**config.mk**
```make
export PLATFORM = sky130hd
export DESIGN_NAME = crc_stream
export DESIGN_NICKNAME = d
export VERILOG_FILES = /design/src/rtl/crc_stream_pkg.sv /design/src/rtl/crc_byte_step.sv /design/src/rtl/crc_stream.sv
export SDC_FILE = /design/constraint.sdc
export NUM_CORES = 2
export LEC_CHECK = 0
export ABC_AREA = 1
export BUFFER_PORTS_ARGS = -buffer_cell sky130_fd_sc_hd__buf_4
export CORE_ASPECT_RATIO = 0.6
export CORE_MARGIN = 10
export CORE_UTILIZATION = 44
export CTS_BUF_LIST = sky130_fd_sc_hd__clkbuf_4 sky130_fd_sc_hd__clkbuf_8
export DETAILED_ROUTE_END_ITERATION = 6
export HOLD_SLACK_MARGIN = 0.06
export PLACE_DENSITY = 0.56
export SYNTH_ARGS = -nofsm -noshare
export SYNTH_HDL_FRONTEND = slang
export SYNTH_SLANG_ARGS = --single-unit
export TNS_END_PERCENT = 30
```
**constraint.sdc**
```tcl
create_clock -name clk -period 20.8 [get_ports clk]
set_clock_uncertainty 0.15 [all_clocks]
set_input_delay 0 -clock clk [delete_from_list [all_inputs] [get_ports clk]]
set_output_delay 0 -clock clk [all_outputs]
set_load 0.02 [all_outputs]
```
**src/rtl/crc_stream_pkg.sv**
```systemverilog
// rtl/crc_stream_pkg.sv - shared state encoding and byte helper for the streaming CRC engine
package crc_stream_pkg;

  typedef enum logic [1:0] {
    IDLE   = 2'd0,
    ACCUM  = 2'd1,
    RESULT = 2'd2
  } crc_state_t;

  // Bit-reverse one byte (bit 0 <-> bit 7).
  function automatic logic [7:0] reverse8(input logic [7:0] b);
    logic [7:0] r;
    for (int i = 0; i < 8; i++) begin
      r[i] = b[7-i];
    end
    return r;
  endfunction

endpackage

```
**src/rtl/crc_byte_step.sv**
```systemverilog
// rtl/crc_byte_step.sv - combinational MSB-first CRC update for one byte
module crc_byte_step #(
  parameter int CRC_WIDTH = 32
) (
  input  logic [CRC_WIDTH-1:0] crc_in,
  input  logic [7:0]           data_byte,
  input  logic [CRC_WIDTH-1:0] poly,
  output logic [CRC_WIDTH-1:0] crc_out
);

  // Fold the byte into the top of the register, then eight shift/reduce steps.
  always_comb begin
    crc_out = crc_in ^ (CRC_WIDTH'(data_byte) << (CRC_WIDTH - 8));
    for (int i = 0; i < 8; i++) begin
      if (crc_out[CRC_WIDTH-1]) begin
        crc_out = (crc_out << 1) ^ poly;
      end else begin
        crc_out = crc_out << 1;
      end
    end
  end

endmodule

```
**src/rtl/crc_stream.sv**
```systemverilog
// rtl/crc_stream.sv - streaming multi-beat CRC engine; CRC_MATCH_EN adds cfg_check/out_match
module crc_stream
  import crc_stream_pkg::*;
#(
  parameter int DATA_BYTES = 8,
  parameter int CRC_WIDTH  = 32,
  parameter int LEN_WIDTH  = 16
) (
  input  logic                    clk,
  input  logic                    n_rst,
  input  logic [CRC_WIDTH-1:0]    cfg_poly,
  input  logic [CRC_WIDTH-1:0]    cfg_init,
  input  logic [CRC_WIDTH-1:0]    cfg_xor,
  input  logic                    cfg_reflect_in,
  input  logic                    cfg_reflect_out,
`ifdef CRC_MATCH_EN
  input  logic [CRC_WIDTH-1:0]    cfg_check,
`endif
  input  logic                    in_valid,
  output logic                    in_ready,
  input  logic [DATA_BYTES*8-1:0] in_data,
  input  logic [DATA_BYTES-1:0]   in_keep,
  input  logic                    in_last,
  input  logic                    in_abort,
  output logic                    out_valid,
  input  logic                    out_ready,
  output logic [CRC_WIDTH-1:0]    out_crc,
`ifdef CRC_MATCH_EN
  output logic                    out_match,
`endif
  output logic [LEN_WIDTH-1:0]    out_len
);

  localparam int CNT_W = $clog2(DATA_BYTES + 1);
  localparam int SUM_W = LEN_WIDTH + CNT_W;

  crc_state_t                        state;
  logic [CRC_WIDTH-1:0]              poly_q;
  logic [CRC_WIDTH-1:0]              xor_q;
  logic                              refl_in_q;
  logic                              refl_out_q;
  logic [CRC_WIDTH-1:0]              acc;
  logic [LEN_WIDTH-1:0]              count;
`ifdef CRC_MATCH_EN
  logic [CRC_WIDTH-1:0]              check_q;
  logic [CRC_WIDTH-1:0]              check_e;
`endif

  logic                              accept;
  logic                              in_idle;
  logic [CRC_WIDTH-1:0]              poly_e;
  logic [CRC_WIDTH-1:0]              xor_e;
  logic                              refl_in_e;
  logic                              refl_out_e;
  logic [DATA_BYTES-1:0]             use_byte;
  logic [DATA_BYTES-1:0][7:0]        byte_in;
  logic [DATA_BYTES:0][CRC_WIDTH-1:0] chain;
  logic [DATA_BYTES-1:0][CRC_WIDTH-1:0] step_out;
  logic [CNT_W-1:0]                  beat_bytes;
  logic [SUM_W-1:0]                  len_sum;
  logic [LEN_WIDTH-1:0]              count_next;
  logic [CRC_WIDTH-1:0]              fin;
  logic [CRC_WIDTH-1:0]              fin_rev;
  logic [CRC_WIDTH-1:0]              crc_final;

  // Reset forces in_ready low; RESULT holds input off until the result is taken.
  assign in_ready = n_rst && (state != RESULT);
  assign accept   = in_valid && in_ready;
  assign in_idle  = (state == IDLE);

  // The first beat of a message uses live cfg; later beats use the copy latched then.
  assign poly_e     = in_idle ? cfg_poly        : poly_q;
  assign xor_e      = in_idle ? cfg_xor         : xor_q;
  assign refl_in_e  = in_idle ? cfg_reflect_in  : refl_in_q;
  assign refl_out_e = in_idle ? cfg_reflect_out : refl_out_q;
`ifdef CRC_MATCH_EN
  assign check_e    = in_idle ? cfg_check       : check_q;
`endif

  assign chain[0] = in_idle ? cfg_init : acc;

  // Byte chain: keep only gates bytes on the last beat; disabled bytes pass the CRC through.
  for (genvar g = 0; g < DATA_BYTES; g++) begin : g_step
    assign use_byte[g] = !in_last || in_keep[g];
    assign byte_in[g]  = refl_in_e ? reverse8(in_data[8*g +: 8]) : in_data[8*g +: 8];
    crc_byte_step #(.CRC_WIDTH(CRC_WIDTH)) u_step (
      .crc_in    (chain[g]),
      .data_byte (byte_in[g]),
      .poly      (poly_e),
      .crc_out   (step_out[g])
    );
    assign chain[g+1] = use_byte[g] ? step_out[g] : chain[g];
  end

  // Count bytes consumed this beat and add to the saturating message length.
  always_comb begin
    beat_bytes = '0;
    for (int i = 0; i < DATA_BYTES; i++) begin
      if (use_byte[i]) beat_bytes = beat_bytes + CNT_W'(1);
    end
    len_sum    = SUM_W'(count) + SUM_W'(beat_bytes);
    count_next = (|len_sum[SUM_W-1:LEN_WIDTH]) ? {LEN_WIDTH{1'b1}} : len_sum[LEN_WIDTH-1:0];
  end

  // Final XOR then optional reflection across the full CRC width.
  always_comb begin
    fin     = chain[DATA_BYTES] ^ xor_e;
    fin_rev = '0;
    for (int i = 0; i < CRC_WIDTH; i++) begin
      fin_rev[i] = fin[CRC_WIDTH-1-i];
    end
    crc_final = refl_out_e ? fin_rev : fin;
  end

  // Message FSM, config latch, accumulator, counter and result registers.
  always_ff @(posedge clk) begin
    if (!n_rst) begin
      state      <= IDLE;
      poly_q     <= '0;
      xor_q      <= '0;
      refl_in_q  <= 1'b0;
      refl_out_q <= 1'b0;
      acc        <= '0;
      count      <= '0;
      out_valid  <= 1'b0;
      out_crc    <= '0;
      out_len    <= '0;
`ifdef CRC_MATCH_EN
      check_q    <= '0;
      out_match  <= 1'b0;
`endif
    end else begin
      case (state)
        IDLE, ACCUM: begin
          if (in_abort) begin
            state <= IDLE;
            acc   <= '0;
            count <= '0;
          end else if (accept) begin
            if (in_idle) begin
              poly_q     <= cfg_poly;
              xor_q      <= cfg_xor;
              refl_in_q  <= cfg_reflect_in;
              refl_out_q <= cfg_reflect_out;
`ifdef CRC_MATCH_EN
              check_q    <= cfg_check;
`endif
            end
            if (in_last) begin
              state     <= RESULT;
              out_valid <= 1'b1;
              out_crc   <= crc_final;
              out_len   <= count_next;
`ifdef CRC_MATCH_EN
              out_match <= (crc_final == check_e);
`endif
              acc       <= '0;
              count     <= '0;
            end else begin
              state <= ACCUM;
              acc   <= chain[DATA_BYTES];
              count <= count_next;
            end
          end
        end
        RESULT: begin
          if (out_ready) begin
            out_valid <= 1'b0;
            state     <= IDLE;
          end
        end
        default: state <= IDLE;
      endcase
    end
  end

endmodule

```
==> reports/qor.yml <==
track_usage: 0.328
syn_inst: 8514
drv_cap: 0
ys_types: 57
area.growth.synth_to_final_pct: 24.2
wirelength_mm: 218
setup_viol_count_final: 64
min_path_cells: 5
core_area_mm2: 0.109
die_w_um: 448
min_from: "cfg_poly[12]"
slew_headroom: 0.204
syn-num-nets: 8702
antenna_found_initial: 2
final-max-slew-violation-count: 0
io_buffers: 225
ant_nets: 0
drcViolationCount: 10
start_kind: "flip-flop"
synth-edff-count: 0
rsz0062_at_grt: "yes"
htree_num_levels: 4
slowest_stage: "dfxtp_4"
required_ps: 21000
rr_endpoint: "out_crc[23]"
syn_area_per_cell_um2: 5.67
worst_pin_slew_ps: 1190
post_drt_wl_per_cell_um: 20.6
place.gp.congestion: 0.950
yosysTopAreaCellShare: 0.226
start_util: 0.442
fp.dieH_um: 277
dp_hpwl_mm: 155
post-place-ws_ps: -1400
drt_pass1_iterations: 7
min_period_ps: 21920
rows: 94
overflow: 0
cts_sinks: 165
crit_path_end_kind: "flip-flop"
post-route-period-util: 1.05
drive_above_1_share: 0.255
async_flop_share: 0
ys_ff_latch: 165
yosys-top-cells-area: "nand2_1, xnor2_1, xor2_1"
io_pins: 226
clock_path_buffers: 2
numCtsBuffers: 17
clk_latency_ps: 520
synthFlopType: "dfxtp_1"
grt_pass1_wl_mm: 321
setup_tns_ps: -60320
final_nets: 9298
fin_ws_ps: -1120
grt_pass1_vias: 50532
hold_slack_ps: 102
max_stage_delay_ps: 390
drt-initial-drc-count: 7101
cp.arrival_ps: 22120
viasPerCell: 5.39
grt_max_degree: 90
max_clock_freq_ghz: 0.0456
rr_startpoint: "state[1]"
synth_warnings: 0
criticalPathCategory: "flip-flop to flip-flop"
violations: "design-rule violations, negative setup slack"
hp-class: "primary input to flip-flop"
yosysSeqAreaShare: 0.0684
rr_worst_depth: 211
cpMostUsedCell: "nand2_4"
vias: 56967
cp_max_fo: 7
cts_root_buf: "clkbuf_8"
holdPathEnd: "poly_q[12]"
ff2ff_setup_slack_ps: -1120
hold_violations: 0
die_area_mm2: 0.124
cts_tree: "yes"
outcome: "complete, but fails checks"
synth_area_leader_cell: "nand2_1"
clk_pin_slew_ps: 100
netlist_area_mm2: 0.0483
[cell usage in the layout, fill, tap and decap left out, types with 39 or more instances in the layout]
| master | instances |
|---|---|
| xor2_1 | 512 |
| nand2_2 | 351 |
| nor2_2 | 52 |
| buf_6 | 83 |
| nand3_1 | 697 |
| o21ai_0 | 293 |
| nand2_4 | 152 |
| nand3_2 | 213 |
| dfxtp_1 | 163 |
| a211oi_1 | 45 |
| xnor2_1 | 990 |
| nand3_4 | 58 |
| inv_1 | 475 |
| inv_2 | 81 |
| a21oi_1 | 97 |
| dlygate4sd3_1 | 39 |
| buf_4 | 1001 |
| nor2_1 | 703 |
| nand2_1 | 2603 |
| or2_2 | 94 |
| nand4_1 | 44 |
[metal layers]
metal  routed length (um)  part of all wire  up-vias  global-route usage
li1                     -                 -    27403                   -
met1               100000              0.46    26393               0.502
met2                85300              0.39     2866               0.458
met3                25200              0.12      303              0.0607
met4                 6980             0.032        2              0.0859
met5                   18          0.000083        -                   0
[per-stage QoR]
step	cell area (um^2)	utilization	instances
final	60000	0.549	10564
after floorplan	48300	-	8514
after detailed placement	54000	0.494	10349
after global placement	54000	0.494	10349
after global routing	60000	0.549	10563
after CTS	57100	0.523	10509
[cells in the mapped netlist, types with 113 or more instances]
| cell | count |
|---|---|
| nand3_1 | 887 |
| nor2_1 | 752 |
| dfxtp_1 | 165 |
| xor2_1 | 528 |
| clkbuf_1 | 248 |
| nand2_1 | 2901 |
| inv_1 | 515 |
| xnor2_1 | 1009 |
| nand2_2 | 163 |
| buf_6 | 116 |
| o21ai_0 | 306 |
| a21oi_1 | 113 |
| buf_4 | 114 |
[flip-flops by register name, indices dropped and copies added, names as in the netlist]
register / flops
poly_q: 32
acc: 32
refl_in_q: 1
out_len: 16
count: 16
out_crc: 32
out_valid: 1
state: 2
xor_q: 32
refl_out_q: 1
[worst max path at each step]
stage / cells past startpoint / slack [ps] / endpoint / start
4_1_cts: 215 / -390 / out_crc[0] / state[0]
6_report: 211 / -1120 / out_crc[23] / state[1]
3_3_place_gp: 197 / -900 / out_crc[0] / state[1]
5_1_grt: 223 / -2600 / out_crc[11] / state[1]
2_1_floorplan: 219 / 2010 / out_crc[0] / state[1]
3_5_place_dp: 208 / -1400 / out_crc[25] / state[1]
[worst max-delay path, delay by kind of cell (launching register included)]
kind,cells,cell delay [ps]
simple gates,162,15920
compound gates,2,140
buf+inv,47,4990
flops,1,390
[cells by family after synthesis]
kind of cell	Yosys count	share of synthesized area
adders and majority gates	12	0.00327
xor gates and xnor gates	1537	0.279
buffers and inverters	1188	0.130
AOI/OAI and AO/OA	558	0.0624
DFF	165	0.0684
and+or+nand+nor	5049	0.456
muxes	5	0.00104
[cell type report]
class | count | area [um^2]
clock inverter | 15 | 193
antenna | 1 | 2.50
tap | 1440 | 1800
sequential | 165 | 3310
clock buffer | 17 | 234
timing repair buffer | 1173 | 9880
fill | 11012 | 49300
multi-input combinational | 7165 | 42300
inverter | 588 | 2250
[what timing repair did]
item	4_1_cts	5_1_grt
endpoints found under the hold margin	83	0
setup endpoints to repair	64	64
setup buffers	80	49
pin swaps	146	325
resized for setup	358	606
cloned	10	6
hold buffers	39	0
Power is not shown: default switching activity piles up to over one toggle a cycle in this logic, so the estimate is an artifact.
